**src/rtl/muldiv_iter.sv**
```systemverilog
// Iterative multiply / multiply-accumulate / divide unit for the EX stage.
// One multiplier or quotient bit per cycle; results returned as {HI,LO} under start/ready.
module muldiv_iter #(
    parameter int DATA_W = 32
) (
    input  logic                  clk,
    input  logic                  rst,
    input  logic                  start_i,
    input  logic                  annul_i,
    input  logic [2:0]            op_i,
    input  logic [DATA_W-1:0]     opdata1_i,
    input  logic [DATA_W-1:0]     opdata2_i,
    input  logic [DATA_W-1:0]     hi_i,
    input  logic [DATA_W-1:0]     lo_i,
    output logic [2*DATA_W-1:0]   result_o,
    output logic                  ready_o,
    output logic                  busy_o,
    output logic                  div_zero_o
);

    localparam int CNT_W = $clog2(DATA_W);
    localparam int RES_W = 2 * DATA_W;

    typedef enum logic [2:0] {
        S_IDLE,
        S_MUL,
        S_DIV,
        S_ACC,
        S_DONE
    } state_t;

    state_t             state_q, state_d;
    logic [CNT_W-1:0]   cnt_q, cnt_d;
    logic [DATA_W-1:0]  opnd_q, opnd_d;
    logic [RES_W-1:0]   work_q, work_d;
    logic [RES_W-1:0]   acc_q, acc_d;
    logic               is_acc_q, is_acc_d;
    logic               is_sub_q, is_sub_d;
    logic               qneg_q, qneg_d;
    logic               rneg_q, rneg_d;
    logic               dz_q, dz_d;
    logic [RES_W-1:0]   result_q;
    logic               ready_q;
    logic               busy_q;

    logic               res_we;
    logic [RES_W-1:0]   res_val;

    // Operand decode at accept: signed ops work on magnitudes and remember the signs.
    logic               in_div, in_signed, in_neg1, in_neg2;
    logic [DATA_W-1:0]  mag1, mag2;

    assign in_div    = (op_i[2:1] == 2'b01);
    assign in_signed = ~op_i[0];
    assign in_neg1   = in_signed & opdata1_i[DATA_W-1];
    assign in_neg2   = in_signed & opdata2_i[DATA_W-1];
    assign mag1      = in_neg1 ? -opdata1_i : opdata1_i;
    assign mag2      = in_neg2 ? -opdata2_i : opdata2_i;

    logic               last_iter;
    assign last_iter = (cnt_q == CNT_W'(DATA_W - 1));

    // Shift-add step: work holds {partial product high, remaining multiplier bits}.
    logic [DATA_W:0]    mul_sum;
    logic [RES_W-1:0]   mul_next, mul_fixed;

    assign mul_sum   = {1'b0, work_q[RES_W-1:DATA_W]} + {1'b0, (work_q[0] ? opnd_q : '0)};
    assign mul_next  = {mul_sum, work_q[DATA_W-1:1]};
    assign mul_fixed = qneg_q ? -mul_next : mul_next;

    // Restoring step: work holds {partial remainder, dividend bits becoming quotient bits}.
    logic [DATA_W:0]    div_shift;
    logic               div_ge;
    logic [DATA_W-1:0]  div_diff, div_rem, div_quo, div_rem_fin;
    logic [RES_W-1:0]   div_next, div_fixed;

    assign div_shift   = {work_q[RES_W-1:DATA_W], work_q[DATA_W-1]};
    assign div_ge      = (div_shift >= {1'b0, opnd_q});
    assign div_diff    = div_shift[DATA_W-1:0] - opnd_q;
    assign div_rem     = div_ge ? div_diff : div_shift[DATA_W-1:0];
    assign div_next    = {div_rem, work_q[DATA_W-2:0], div_ge};
    assign div_quo     = div_next[DATA_W-1:0];
    assign div_rem_fin = div_next[RES_W-1:DATA_W];
    assign div_fixed   = {(rneg_q ? -div_rem_fin : div_rem_fin), (qneg_q ? -div_quo : div_quo)};

    logic [RES_W-1:0]   acc_res;
    assign acc_res = is_sub_q ? (acc_q - work_q) : (acc_q + work_q);

    always_comb begin
        // NOTE: every variable written here gets a default first, so no latch is inferred.
        state_d  = state_q;
        cnt_d    = cnt_q;
        opnd_d   = opnd_q;
        work_d   = work_q;
        acc_d    = acc_q;
        is_acc_d = is_acc_q;
        is_sub_d = is_sub_q;
        qneg_d   = qneg_q;
        rneg_d   = rneg_q;
        dz_d     = dz_q;
        res_we   = 1'b0;
        res_val  = '0;

        case (state_q)
            S_IDLE: begin
                if (start_i && !annul_i) begin
                    opnd_d   = in_div ? mag2 : mag1;
                    work_d   = {{DATA_W{1'b0}}, (in_div ? mag1 : mag2)};
                    acc_d    = {hi_i, lo_i};
                    is_acc_d = op_i[2];
                    is_sub_d = op_i[2] & op_i[1];
                    qneg_d   = in_neg1 ^ in_neg2;
                    rneg_d   = in_neg1;
                    cnt_d    = '0;
                    dz_d     = 1'b0;
                    if (in_div && (opdata2_i == '0)) begin
                        dz_d    = 1'b1;
                        res_we  = 1'b1;
                        res_val = '0;
                        state_d = S_DONE;
                    end else if (in_div) begin
                        state_d = S_DIV;
                    end else begin
                        state_d = S_MUL;
                    end
                end
            end
            S_MUL: begin
                cnt_d  = cnt_q + CNT_W'(1);
                work_d = mul_next;
                if (last_iter) begin
                    work_d = mul_fixed;
                    if (is_acc_q) begin
                        state_d = S_ACC;
                    end else begin
                        res_we  = 1'b1;
                        res_val = mul_fixed;
                        state_d = S_DONE;
                    end
                end
            end
            S_DIV: begin
                cnt_d  = cnt_q + CNT_W'(1);
                work_d = div_next;
                if (last_iter) begin
                    res_we  = 1'b1;
                    res_val = div_fixed;
                    state_d = S_DONE;
                end
            end
            S_ACC: begin
                res_we  = 1'b1;
                res_val = acc_res;
                state_d = S_DONE;
            end
            S_DONE: begin
                state_d = S_IDLE;
            end
            default: begin
                state_d = S_IDLE;
            end
        endcase

        // An annulled operation never writes the result and never pulses ready.
        if (annul_i && (state_q != S_IDLE)) begin
            state_d = S_IDLE;
            res_we  = 1'b0;
        end
    end

    always_ff @(posedge clk or negedge rst) begin
        // NOTE: sequential state uses non-blocking assignments only.
        if (!rst) begin
            state_q  <= S_IDLE;
            cnt_q    <= '0;
            opnd_q   <= '0;
            work_q   <= '0;
            acc_q    <= '0;
            is_acc_q <= 1'b0;
            is_sub_q <= 1'b0;
            qneg_q   <= 1'b0;
            rneg_q   <= 1'b0;
            dz_q     <= 1'b0;
            result_q <= '0;
            ready_q  <= 1'b0;
            busy_q   <= 1'b0;
        end else begin
            state_q  <= state_d;
            cnt_q    <= cnt_d;
            opnd_q   <= opnd_d;
            work_q   <= work_d;
            acc_q    <= acc_d;
            is_acc_q <= is_acc_d;
            is_sub_q <= is_sub_d;
            qneg_q   <= qneg_d;
            rneg_q   <= rneg_d;
            dz_q     <= dz_d;
            if (res_we) begin
                result_q <= res_val;
            end
            ready_q  <= (state_q == S_DONE);
            busy_q   <= (state_d != S_IDLE) || (state_q == S_DONE);
        end
    end

    assign result_o   = result_q;
    assign ready_o    = ready_q;
    assign busy_o     = busy_q;
    assign div_zero_o = dz_q;

endmodule

```
**config.mk**
```make
export PLATFORM = sky130hd
export DESIGN_NAME = muldiv_iter
export DESIGN_NICKNAME = d
export VERILOG_FILES = /design/src/rtl/muldiv_iter.sv
export SDC_FILE = /design/constraint.sdc
export NUM_CORES = 1
export LEC_CHECK = 0
export CAP_MARGIN = 20
export CORE_MARGIN = 1
export CORE_UTILIZATION = 39
export DETAILED_ROUTE_END_ITERATION = 7
export GPL_TIMING_DRIVEN = 1
export PLACE_DENSITY = 0.56
export SLEW_MARGIN = 20
export SYNTH_ARGS = -nofsm -noshare
export SYNTH_HDL_FRONTEND = slang
export SYNTH_SLANG_ARGS = --single-unit
```
**constraint.sdc**
```tcl
create_clock -name clk -period 10.2 [get_ports clk]
set_clock_uncertainty 0.05 [all_clocks]
set_input_delay 2.04 -clock clk [delete_from_list [all_inputs] [get_ports clk]]
set_output_delay 2.04 -clock clk [all_outputs]
set_load 0.1 [all_outputs]
```
## Word level (Yosys, flattened, before mapping)

Index checks and enable logic that the tools add are counted.

- Input bits: 135
- Register bits: 239

- Equality and inequality tests: 7
- Muxes and demuxes: 34
- Order comparisons: 1
- Reduce and logical (&&, ||, !) cells: 15
- Bitwise operators: 5
- Add/subtract/negate cells: 10

Operators by type and width:

| cell | count |
|---|---|
| $mux 64 | 7 |
| $pmux 64 s3 | 2 |
| $mux 32 | 8 |
| $neg 32->32 | 4 |
| $add 64x64->64 | 1 |
| $neg 64->64 | 1 |
| $sub 64x64->64 | 1 |
| $add 32x32->33 | 1 |
| $ge 33x32->1 | 1 |
| $logic_not 32->1 | 1 |
| $sub 32x32->32 | 1 |
| $mux 3 | 6 |
| $pmux 3 s4 | 1 |
| $pmux 5 s2 | 1 |
| $reduce_bool 3->1 | 3 |
| $eq 3x2->1 const B | 2 |
| $mux 1 | 6 |
| $reduce_and 2->1 | 3 |
| $add 5x1->5 const B | 1 |
| $eq 5x5->1 const B | 1 |
| $mux 5 | 1 |
| $pmux 1 s4 | 1 |
| $and 1x1->1 | 3 |
| $eq 3x1->1 const B | 1 |
| 12 further kinds | 14 |

## Longest topological paths before layout

Gate-level depths: netlist of run 1.

- Word-level depth: 8
- Depth in mapped cells: 28
- Depth with buffers taken out: 24

## Worst setup path after synthesis of run 1

Ideal clock, no wire load.

- Kind: register -> register
- From: register work_q[31]
- To: register result_q[58], in the netlist result_o[58]
- Cell stages (with the launch flop): 28
- Setup slack: 3850 ps
- Required time: 10029 ps
- Data arrival time: 6179 ps
- Period minus slack after synthesis: 6350 ps
- Cells stage by stage: dfrtp_1 clkbuf_1 inv_1 ha_1 nand2b_1 a211oi_1 o21ai_1 a311oi_1 or2_1 buf_2 buf_1 buf_2 buf_2 clkbuf_1 nand2_1 o21ai_0 ha_1 inv_1 or3_1 or3_1 or3_1 o32a_1 a21o_1 or3_4 o41ai_2 xnor2_1 o221ai_1 o22a_1

- Word-level cells in the longest chain between the ends: 6

RTL lines:

| element | RTL line | text |
|---|---|---|
| start, declared | 35 | `logic [RES_W-1:0] work_q, work_d;` |
| start signal, assigned | 191 | `work_q <= work_d;` |
| $sub 32x32->32 or $ge 33x32->1 (tied branches) | 79, 78 |  |
| $mux 32 | 80 | `assign div_rem = div_ge ? div_diff : div_shift[DATA_W-1:0];` |
| $neg 32->32 | 84 | `assign div_fixed = {(rneg_q ? -div_rem_fin : div_rem_fin), (qneg_q ? -div_quo : div_quo)};` |
| $mux 32 | 84 |  |
| $mux 64 | 145 | `if (last_iter) begin` |
| $pmux 64 s3 * | 104 | `case (state_q)` |
| end signal, assigned | 199 | `result_q <= res_val;` |
| end, declared | 42 | `logic [RES_W-1:0] result_q;` |

Every way passes the cells marked *; elsewhere a longest branch is shown, timed or not.
A chain may end at the register's enable or synchronous reset.

## Final worst setup path of run 1

- From: input opdata2_i[3]
- To: register result_q[61], in the netlist result_o[61]

- Word-level cells in the longest chain between the ends: 6

RTL lines:

| element | RTL line | text |
|---|---|---|
| start, declared | 12 | `input logic [DATA_W-1:0] opdata2_i,` |
| $logic_not 32->1 | 116 | `if (in_div && (opdata2_i == '0)) begin` |
| $logic_and 1x1->1 | 116 |  |
| $mux 1 | 116 |  |
| $mux 1 | 106 | `if (start_i && !annul_i) begin` |
| $pmux 1 s4 | 104 |  |
| $mux 1 | 165 | `if (annul_i && (state_q != S_IDLE)) begin` |

No other way between the ends.

==> impl_metrics.csv, run 1 <==
group,metric,value,unit
yosys,ys_types,90,
worst_setup_path,cp_max_fo,24,
global_routing,grt_usage,28.2,%
die,die_area,67800,sq um
yosys,ys.flop_type,"dfrtp_1",
timing,finalHoldViolations,0,
timing,max_freq,149,MHz
hold_path,min_from,"cnt_q[3]",
cts,cts_tree,"done",
global_routing,grt_pass1_vias,23900,
cts,cts_setup_buffers,0,
die,rows,94,
routing,drt_iter0_drc,2559,
placement,dp_hpwl,76300,um
worst_setup_path,reg2reg_from,"work_q[55]",
timing,tightest_slew,1.11,ns
cts,cts_made_buffers,30,
die,die_h,260,um
die,fp.coreArea,65900,sq um
die,start_util,39.5,%
flow_run,maxCapViolCount,0,
global_routing,gr-total-overflow,0,
timing,tns,0,ns
final_layout,antenna_cells,0,
routing,drt-vias-per-instance,5.92,
cts,h-tree-depth,1,
placement,gp_congestion,0.946,
cts,clockBufferDepth,3,
timing,timing.final.crit_period,6.72,ns
global_routing,antenna_found_initial,1,
timing,drv_slew,0,
cts,insertion_delay,0.62,ns
hold_path,hp-class,"register to register",
global_routing,grt_pass1_wl,148000,um
timing,rsz0062_at_grt,"false",
die,die_w,260,um
timing,hold_ws,0.424,ns
cts,hold_buffers,0,
timing,setup_ws,3.48,ns
cts,clkSinkCount,239,
global_routing,grt_max_degree,89,
routing,drc_errors,0,
routing,dr.pass1.iters,6,
worst_setup_path,criticalPathCategory,"input port to register",
cts,clkTransAtPathRegs,0.06,ns
cts,post_cts_resized,0,
yosys,syn_area_per_cell,7.32,sq um
routing,vias,26300,
cts,root_buffer,"clkbuf_16",
yosys,synthesis.area,26000,sq um
final_layout,nNetsFinal,3837,
worst_setup_path,crit_start,"opdata2_i[3]",
timing,slew-limit-headroom,25.7,%
yosys,synthArstFlopShare,100,%
routing,totalWireLength,98400,um
placement,io_buffer_count,201,
yosys,yosysSeqAreaShare,23.0,%
yosys,synth_nets,3830,
final_layout,fillerInstances,6728,
yosys,syn_inst,3557,
worst_setup_path,cp-start-kind,"input port",
final_layout,drive_gt1_share,4.04,%
worst_setup_path,cp-end-kind,"register",
worst_setup_path,cp.required,10.64,ns
final_layout,multi_input_comb_area,18800,sq um
final_layout,synthToLayoutAreaGrowth,13.0,%
die,pin_count,202,
yosys,synth_edf_count,0,
status,status,"finished, final reports clean",
yosys,yosys_warnings,0,
final_layout,regArea,5980,sq um
timing,period_share,65.9,%
yosys,ys_ff_latch,239,
timing,setup_viol,0,
routing,drtAntennaViolNets,0,
worst_setup_path,arrival,7.16,ns
routing,wire_per_inst,22.1,um
placement,dp_slack,2.92,ns
==> final timing paths <==
check                      depth (start not counted)  slack, ns           end
setup / recovery                                  14       3.48  result_o[61]
hold / removal                                     1       0.42      cnt_q[3]
setup reg to reg                                  19       3.56  result_o[56]
hold reg to reg                                    1       0.42      cnt_q[3]
max in group asynchronous                          3       6.94  result_o[18]
min in group asynchronous                          1       1.35    opnd_q[25]
==> worst max-delay path, cell delays in order <==
cell and delay [ns]:
clkdlybuf4s50_1 0.45, or3_1 0.45, nor4_1 0.27, nand2_1 0.17
or4_1 0.59, or2_1 0.34, nor4_2 0.28, nand3b_1 0.20
or3_1 0.62, a41o_4 0.40, inv_1 0.65, o311ai_0 0.27
a211oi_1 0.29, a21oi_1 0.10
==> metal layers <==
metal  global-route usage, %  share of wire (%)  vias to the layer above
li1                        -                  -                    12800
met1                    42.6                 48                    12500
met2                    40.6                 41                      923
met3                    4.25                7.7                      125
met4                    8.84                3.3                        2
met5                       0              0.013                        -
==> cells by family (layout without fill, tap and decap cells) <==
group           Yosys count  after routing  share of synthesized area (%)
simple gates           1302           1302                           23.2
fa+ha+maj               138            138                           6.72
xor+xnor                399            399                           13.4
mux                      23             23                          0.904
buf+inv                 340            369                           5.13
flops                   239            239                           23.0
compound gates         1116           1116                           27.7
==> registers in the layout (all words and copies together), names as in the netlist <==
register    cells
is_acc_q        1
qneg_q          1
result_o       64
cnt_q           5
acc_q          64
state_q         3
ready_o         1
rneg_q          1
busy_o          1
div_zero_o      1
work_q         64
is_sub_q        1
opnd_q         32
==> cells in the mapped netlist (66+ instances only) <==
master	n	area share [%]
xnor2_1	225	7.6
xor2_1	174	5.9
clkbuf_1	208	3.0
a21o_1	66	1.9
ha_1	135	6.5
a21oi_1	266	5.1
o21ai_0	271	5.2
nor3_1	69	1.3
nor2_1	292	4.2
nand2_1	580	8.4
dfrtp_1	239	23
inv_1	84	1.2
==> per-stage QoR <==
step / cell area, sq um / utilization, % / cells
finish: 29400 / 44.7 / 4450
global route: 29400 / 44.7 / 4450
CTS: 29400 / 44.7 / 4450
detailed placement: 28400 / 43.1 / 4396
global placement: 28400 / 43.1 / 4396
floorplan: 26000 / - / 3557
==> placed cells by master, fill, tap and decap left out, drive strengths merged, types with 16 or more instances in the layout <==
| cell type | count |
|---|---|
| nand2 | 580 |
| nor2 | 292 |
| o21ai | 280 |
| a21oi | 266 |
| dfrtp | 239 |
| xnor2 | 225 |
| clkdlybuf4s50 | 200 |
| xor2 | 174 |
| ha | 135 |
| inv | 85 |
| nor3 | 70 |
| a21o | 66 |
| a211oi | 59 |
| or3 | 57 |
| o22ai | 55 |
| o211ai | 50 |
| nand3 | 44 |
| a221oi | 40 |
| a31oi | 38 |
| clkbuf | 37 |
| o31ai | 36 |
| nand4 | 34 |
| and2 | 33 |
| nor4 | 31 |
| buf | 30 |
| o221ai | 29 |
| o21a | 28 |
| nand2b | 28 |
| and3 | 25 |
| nor2b | 24 |
| o21bai | 23 |
| mux2i | 19 |
| or4 | 19 |
| or2 | 17 |
| o41ai | 16 |
==> cell type report <==
type	count	area share, %
tap	864	3.67
clock inverter	17	0.791
multi-input combinational	2978	63.7
inverter	85	1.08
sequential	239	20.3
timing repair buffer	230	7.59
clock buffer	37	2.78
Power of run 1 is left out: the tool's default activity adds up to more than one toggle a clock period on the data nets, which glitch-free logic cannot reach.
==> run 2: changes to the inputs <==
- clock period: 10.2 -> 7.02 ns (I/O delays scaled with it)
==> run 2 against run 1 <==
Global-route usage grew 0.82 points; sequential cell count is the same; first-iteration DRC count grew 15%; largest cell class unchanged; die area is the same; non-clock buffer count grew 42; worst setup slack lost 2.8 ns; sequential share of layout area shrank 0.24 points; count of clock-buffer cells in the layout grew 2; critical path depth grew 9; cell area grew 1.2%.
==> impl_metrics.csv, run 2 (synthesis gave the netlist of run 1 again) <==
group,metric,value,unit
status,status,"finished, final reports clean",
worst_setup_path,timing.rr.end,"result_o[55]",
routing,drt_iter0_drc,2938,
routing,wl_met2,42200,um
routing,drt-vias-per-instance,6.00,
routing,totalWireLength,101000,um
placement,placed_cell_area,28700,sq um
routing,wire_per_inst,22.6,um
hold_path,holdPathStages,2,
global_routing,grt_max_degree,121,
routing,top_layer,"met4",
worst_setup_path,crit_buf_inv,2,
global_routing,antenna_found_initial,0,
die,die_area,67800,sq um
die,fp.coreArea,65900,sq um
die,die_h,260,um
global_routing,grt_pass1_vias,24300,
worst_setup_path,cp-start-kind,"register",
placement,dp_hpwl,78200,um
routing,drc_errors,0,
global_routing,grt_pass1_wl,152000,um
worst_setup_path,path_delay_family,"simple AND/OR/NAND/NOR gates",
routing,drt-met1-wl,47700,um
worst_setup_path,cp-end-kind,"register",
global_routing,grt_usage,29.1,%
timing,drv_slew,0,
final_layout,drive_gt1_share,5.26,%
worst_setup_path,r2r_setup_slack,0.70,ns
final_layout,synthToLayoutAreaGrowth,14.4,%
timing,period_share,90.0,%
worst_setup_path,slowest_delay,0.69,ns
hold_path,hp-class,"register to register",
cts,root_buffer,"clkbuf_16",
routing,dr.pass1.iters,8,
cts,cts_made_buffers,31,
final_layout,layout_common_cells,"579 x nand2_1, 292 x nor2_1, 271 x o21ai_0, 266 x a21oi_1, 237 x dfrtp_1",
final_layout,final_common_cell,"nand2_1",
die,pin_count,202,
worst_setup_path,slowest_stage,"a2111oi_0",
timing,tightest_slew,1.19,ns
global_routing,gr-total-overflow,0,
cts,post_cts_resized,0,
routing,dr_wl_met3,9030,um
routing,vias,27000,
final_layout,fin_area,29800,sq um
worst_setup_path,reg2reg_from,"work_q[2]",
cts,clkTransAtPathRegs,0.07,ns
cts,cts_setup_buffers,0,
hold_path,min_from,"result_o[1]",
timing,slew-limit-headroom,20.1,%
final_layout,antenna_cells,0,
final_layout,fillerInstances,6784,
die,rows,94,
cts,hold_buffers,0,
flow_run,maxCapViolCount,0,
worst_setup_path,cp_max_fo,9,
timing,timing.final.crit_period,6.32,ns
worst_setup_path,cp.required,7.46,ns
placement,io_buffer_count,201,
worst_setup_path,criticalPathCategory,"register to register",
final_layout,nNetsFinal,3880,
cts,clkSinkCount,239,
cts,h-tree-depth,1,
die,start_util,39.5,%
die,die_w,260,um
placement,gp_congestion,0.956,
worst_setup_path,r2r.worst_path.cells,23,
routing,drtAntennaViolNets,0,
cts,insertion_delay,0.61,ns
final_layout,finish.utilization,45.2,%
timing,rsz0062_at_grt,"false",
timing,finalHoldViolations,0,
worst_setup_path,crit_start,"work_q[2]",
timing,tns,0,ns
hold_path,min_to,"result_o[1]",
worst_setup_path,arrival,6.76,ns
timing,max_freq,158,MHz
cts,cts_tree,"done",
worst_setup_path,cp_cell_sequence,"inv_1 > ha_1 > nand2b_1 > nor3_1 > nand2b_1 > nor4_1 > buf_4 > nand3_1 > nor4_1 > and2_1 > a21oi_1 > xnor2_1 > ha_1 > and2_1 > a21o_1 > a21oi_1 > o21ai_0 > a2111oi_0 > nor3_1 > a21boi_0 > xor2_1 > o22ai_1 > o22a_1",
cts,clockBufferDepth,3,
timing,setup_viol,0,
[run 2: changes by cell type in the layout (fill, tap and decap cells not counted)]
cell,change
inv_6,+1
clkbuf_16,+1
buf_4,+41
buf_12,+1
clkbuf_8,+2
clkinv_4,+2
clkbuf_1,-1
bufinv_16,-1
clkinv_8,-1
[run 2: worst max path at each step]
| stage | endpoint | cells after the start |
|---|---|---|
| CTS | result_o[55] | 21 |
| detailed placement | result_o[49] | 14 |
| global placement | result_o[49] | 14 |
| finish | result_o[55] | 23 |
| global route | result_o[59] | 21 |
| floorplan | result_o[58] | 27 |
[run 2: metrics by stage]
stage               hold slack, ns  cells  setup WS, ns
floorplan                    0.392   3557         0.670
global placement             0.416   4438         0.769
detailed placement           0.422   4438         0.670
CTS                          0.437   4495         0.836
global route                 0.464   4495         0.317
finish                       0.428   4495         0.705
[run 2: layout make-up]
type	instances	area, sq um	share of cell area, %
clock buffers	39	866	2.91
flip-flops and latches	239	5980	20.1
repair buffers	272	2560	8.60
multi-input cells	2978	18800	63.0
inverters	85	319	1.07
clock inverters	18	213	0.714
well taps	864	1080	3.63
[run 2: worst min-delay path, cell delays in order (launching register included)]
cell	delay (ns)
dfrtp_1	0.34
nand2_1	0.05
o21ai_0	0.06
[run 2: per-layer routing]
layer	track usage, %	vias to the layer above
li1	-	12900
met1	44.0	12800
met2	42.2	1202
met3	4.60	93
met4	7.50	0
met5	0	-
Power of run 2 is left out for the same reason.
